## config.mk

```make
export PLATFORM = sky130hd
export DESIGN_NAME = rv32_div_sequencer
export DESIGN_NICKNAME = d
export VERILOG_FILES = /design/src/rtl/rv32_div_sequencer.sv
export SDC_FILE = /design/constraint.sdc
export NUM_CORES = 1
export LEC_CHECK = 0
export ABC_AREA = 1
export CAP_MARGIN = 30
export CORE_MARGIN = 5
export CORE_UTILIZATION = 40
export CTS_BUF_LIST = sky130_fd_sc_hd__clkbuf_8
export DETAILED_ROUTE_END_ITERATION = 10
export PLACE_DENSITY = 0.58
export SLEW_MARGIN = 20
export SYNTH_ARGS = -nofsm -noshare
export SYNTH_HDL_FRONTEND = slang
export SYNTH_SLANG_ARGS = --single-unit
export TNS_END_PERCENT = 20
```

## constraint.sdc

```tcl
create_clock -name clk -period 5.3 [get_ports clk]
set_clock_uncertainty 0.15 [all_clocks]
set_input_delay 0.53 -clock clk [delete_from_list [all_inputs] [get_ports clk]]
set_output_delay 0.53 -clock clk [all_outputs]
set_load 0.02 [all_outputs]
```

## src/rtl/rv32_div_sequencer.sv

```systemverilog
// RV32M DIV/DIVU/REM/REMU sequencer: restoring radix-2 divider, one quotient bit per cycle.
// Holds the pipeline via stall_req and pulses done with the result for one cycle.
module rv32_div_sequencer #(
    parameter int XLEN = 32
) (
    input  logic            clk,
    input  logic            resetn,
    input  logic            start,
    input  logic [1:0]      op,
    input  logic [XLEN-1:0] op1,
    input  logic [XLEN-1:0] op2,
    input  logic            flush,
    output logic            stall_req,
    output logic            done,
    output logic [XLEN-1:0] result
);

    localparam int CW = $clog2(XLEN + 1);

    typedef enum logic [1:0] {IDLE, CALC, FIXUP, DONE} state_t;

    // Only what FIXUP needs survives IDLE: the signed flag is folded into the sign flags.
    typedef struct packed {
        logic sel_rem;
        logic neg_q;
        logic neg_r;
    } req_t;

    state_t          state;
    logic [CW-1:0]   cnt;
    req_t            req;
    logic [XLEN-1:0] dvsr;
    logic [XLEN-1:0] rem;
    logic [XLEN-1:0] quo;

    logic            sgn;
    logic [XLEN-1:0] min_neg;
    logic [XLEN-1:0] mag1;
    logic [XLEN-1:0] mag2;
    logic            div_zero;
    logic            ovf;
    logic [XLEN:0]   rem_sh;
    logic [XLEN:0]   diff;
    logic [XLEN-1:0] q_fix;
    logic [XLEN-1:0] r_fix;

    assign sgn      = ~op[0];
    assign min_neg  = {1'b1, {(XLEN-1){1'b0}}};
    assign mag1     = (sgn && op1[XLEN-1]) ? -op1 : op1;
    assign mag2     = (sgn && op2[XLEN-1]) ? -op2 : op2;
    assign div_zero = (op2 == '0);
    assign ovf      = sgn && (op1 == min_neg) && (op2 == '1);

    // One extra bit on the shifted remainder so the trial subtract never overflows.
    assign rem_sh   = {rem, quo[XLEN-1]};
    assign diff     = rem_sh - {1'b0, dvsr};

    assign q_fix    = req.neg_q ? -quo : quo;
    assign r_fix    = req.neg_r ? -rem : rem;

    assign stall_req = (state == IDLE && start && !flush) || state == CALC || state == FIXUP;

    always_ff @(posedge clk or negedge resetn) begin
        if (!resetn) begin
            state  <= IDLE;
            cnt    <= '0;
            req    <= '0;
            dvsr   <= '0;
            rem    <= '0;
            quo    <= '0;
            done   <= 1'b0;
            result <= '0;
        end else if (flush) begin
            state <= IDLE;
            done  <= 1'b0;
        end else begin
            done <= 1'b0;
            case (state)
                IDLE: begin
                    if (start) begin
                        req <= '{sel_rem: op[1],
                                 neg_q:   sgn & (op1[XLEN-1] ^ op2[XLEN-1]),
                                 neg_r:   sgn & op1[XLEN-1]};
                        if (div_zero) begin
                            result <= op[1] ? op1 : '1;
                            done   <= 1'b1;
                            state  <= DONE;
                        end else if (ovf) begin
                            result <= op[1] ? '0 : min_neg;
                            done   <= 1'b1;
                            state  <= DONE;
                        end else begin
                            quo   <= mag1;
                            dvsr  <= mag2;
                            rem   <= '0;
                            cnt   <= CW'(XLEN);
                            state <= CALC;
                        end
                    end
                end
                CALC: begin
                    if (!diff[XLEN]) begin
                        rem <= diff[XLEN-1:0];
                        quo <= {quo[XLEN-2:0], 1'b1};
                    end else begin
                        rem <= rem_sh[XLEN-1:0];
                        quo <= {quo[XLEN-2:0], 1'b0};
                    end
                    cnt <= cnt - CW'(1);
                    if (cnt == CW'(1))
                        state <= FIXUP;
                end
                FIXUP: begin
                    result <= req.sel_rem ? r_fix : q_fix;
                    done   <= 1'b1;
                    state  <= DONE;
                end
                DONE: begin
                    state <= IDLE;
                end
                default: state <= IDLE;
            endcase
        end
    end

endmodule

```

==> out/qor.csv <==
stage,metric,value,unit
outcome,status,"complete, no violations",
finish,nets,2461,
placement,port bufs,103,
clock_tree,CTS sink cnt,140,
placement,gpl congestion,0.979,
route,final WL,47.4,mm
synthesis,top post-synthesis cells by count,"nand2_1 (825), inv_1 (300), nand3_1 (238)",
grt,largest net degree at the start of global routing,83,
finish,Layout area overhead,13.3,%
floorplan,Chip Width,193,µm
power,Worst VDD drop,0.367,mV
timing,Tcrit/Tclk final,63.9,%
synthesis,area share of the largest cell type after synthesis,26.2,%
worst_setup_path,crit path kind,flip-flop to output pin,
synthesis,Syn. warnings,0,
timing,WHS,337,ps
hold_path,WHS Path Cells,2,
hold_path,Tightest Hold Check Type,flip-flop to flip-flop,
finish,ANT cells,0,
timing,Fin Setup TNS,0,ps
power,P_leak,0.00801,µW
synthesis,Mapped Area,13400,µm²
floorplan,Core Box Area,33300,µm²
worst_setup_path,CP Max Fanout,32,
worst_setup_path,worst reg2reg path endpoint,rem[18]$_DFFE_PN0P_,
floorplan,site row count,67,
timing,worst slew pin tran,917,ps
route,drt wl/cell,16.9,µm
synthesis,Syn Inst Count,2276,
route,TritonRoute pass-1 iters,5,
worst_setup_path,Setup crit end kind,output pin,
timing,Fin. Hold Viols,0,
finish,Finished Layout Cells,2807,
finish,fillers,3699,
grt,global-route usage over all layers,25.5,%
placement,pre-CTS setup slack,1650,ps
clock_tree,number of buffers created by CTS,17,
synthesis,count of different cell masters after synthesis,48,
synthesis,synth top area cells,"dfrtp_1 (26%), nand2_1 (23%), nand3_1 (8.9%)",
clock_tree,CTS Root Buffer Type,clkbuf_8,
timing,relative slew slack,38.9,%
synthesis,asr flop ratio synth,100,%
grt,GRT overflow,0,
clock_tree,Clock Tree Buf Depth,2,
timing,"Slew Viols, Final",0,
timing,unrepaired setup endpoints after global routing,no,
timing,Achievable Freq,295,MHz
worst_setup_path,R2R depth,17,
placement,dpl hpwl,37.1,mm
clock_tree,clk_lat worst skew,490,ps
synthesis,"Seq/Total Area, Yosys",26.2,%
hold_path,"Endpoint, Worst Hold",result[3]$_DFFE_PN0P_,
synthesis,post-synth top area cell,dfrtp_1,
route,Via Count,14500,
timing,post-layout minimum cycle time,3390,ps
power,PwrDens,447,nW/µm²
clock_tree,TritonCTS clock tree,yes,
synthesis,Seq cells post-synth,140,
synthesis,synthesized area per cell,5.88,µm²
clock_tree,H-tree levels,4,
clock_tree,"Reg clk slew, reported paths",90,ps
synthesis,"count leader, synth",nand2_1,
floorplan,# IOs,104,
route,vias per cell,5.16,
worst_setup_path,reg-to-reg setup timing slack,2020,ps
route,residual DRC count,0,
route,DR iter-0 viols,1192,
floorplan,Initial Util,40.2,%
worst_setup_path,startpoint types,flip-flop,
hold_path,worst hold path startpoint,result[3]$_DFFE_PN0P_,
worst_setup_path,critical path arrival,2710,ps
timing,# setup viols final,0,
synthesis,top_reg_cell synth,dfrtp_1,
grt,vias in the first global route,13700,
finish,share of layout cells above drive strength 1,3.90,%
grt,antenna violations before repair,0,
job,max cap viols,0,
worst_setup_path,reg2reg start,quo[31]$_DFFE_PN0P_,
synthesis,Post-synth EDFFs,0,
route,DRT antenna net count,0,
worst_setup_path,Critical Path RT,4620,ps
clock_tree,number of buffers inserted by post-CTS setup repair,0,
placement,placed cell count,2776,
floorplan,DIE HEIGHT,193,µm
timing,setup ws final,1910,ps
grt,global-route wire length before repair,74.7,mm
floorplan,die area,37200,µm²
synthesis,post-synthesis net count,2389,
-- cells by family after synthesis --
| group | count (synthesis) | share of synthesized area [%] |
|---|---|---|
| simple gates | 1414 | 44.8 |
| buf+inv | 370 | 11.2 |
| xor+xnor | 62 | 4.06 |
| flops | 140 | 26.2 |
| fa+ha+maj | 43 | 4.08 |
| compound gates | 247 | 9.67 |
-- sequential cells by signal (all words and copies together) (netlist names) --
register and count:
quo 32, done 1, result 32, state 2, req 3, rem 32, dvsr 32, cnt 6
-- how the worst max path moves through the flow --
stage                                    start              endpoint  slack, ps  cells past startpoint
after CTS                 state[0]$_DFFE_PN0P_             stall_req       1870                      6
after detailed placement                op1[0]  dvsr[25]$_DFFE_PN0P_       1650                     13
after floorplan            quo[31]$_DFFE_PN0P_   rem[22]$_DFFE_PN0P_       2960                     18
after global routing       quo[31]$_DFFE_PN0P_    rem[3]$_DFFE_PN0P_       1720                     17
after global placement                  op1[1]   dvsr[0]$_DFFE_PN0P_       1770                     13
final                     state[0]$_DFFE_PN0P_             stall_req       1910                      6
-- area by class of cell --
type | instances | area, µm² | area share (%)
multi-input combinational | 1766 | 8380 | 55.3
sequential | 140 | 3500 | 23.1
inverter | 307 | 1150 | 7.62
timing repair buffer | 116 | 1130 | 7.47
tap | 448 | 561 | 3.70
clock buffer | 18 | 248 | 1.63
clock inverter | 12 | 174 | 1.15
-- per-layer routing --
metal / wire, µm / track usage, % / share of wire [%] / up-vias
met5: 0 / 0 / 0 / -
met4: 850 / 6.43 / 1.8 / 0
met1: 22400 / 35.9 / 47 / 6682
met2: 21700 / 41.7 / 46 / 410
met3: 2470 / 3.22 / 5.2 / 49
li1: - / - / - / 7346
-- stage by stage --
step	power, µW	util, %	instance area, µm²
floorplan	4470	-	13400
global placement	5720	44.2	14700
detailed placement	5760	44.2	14700
CTS	6770	45.5	15200
global route	7360	45.5	15200
finish	6770	45.5	15200
-- critical path, stage by stage, from the launching register on --
cell and delay, ps:
dfrtp_1 410, inv_1 110, ha_1 150, buf_4 380, inv_1 330, nand3_1 210
clkdlybuf4s50_1 630
-- cells in the final DEF, fill, tap and decap left out, drive strengths merged, types with 10 or more instances in the layout --
master         instances
nor3                  23
xnor2                 17
nand3b                10
nand2                835
o21ai                162
ha                    42
xor2                  45
buf                   13
clkdlybuf4s50        102
nand3                239
clkbuf                18
dfrtp                140
inv                  305
nor2                 243
nand4                 49
a21oi                 74
-- what timing repair did --
item | CTS | global route
hold endpoints to repair | 7 | 0
gates resized for setup | 0 | 0
hold buffers | 1 | 0
-- power by group --
part / switching, µW / internal (µW) / leakage, µW / total, µW
Clock: 467 / 518 / 0.000208 / 984
Sequential: 338 / 1450 / 0.00182 / 1780
Combinational: 2710 / 1300 / 0.00598 / 4010
Total: 3510 / 3260 / 0.00801 / 6770
Power figures use the tool's default switching activity.
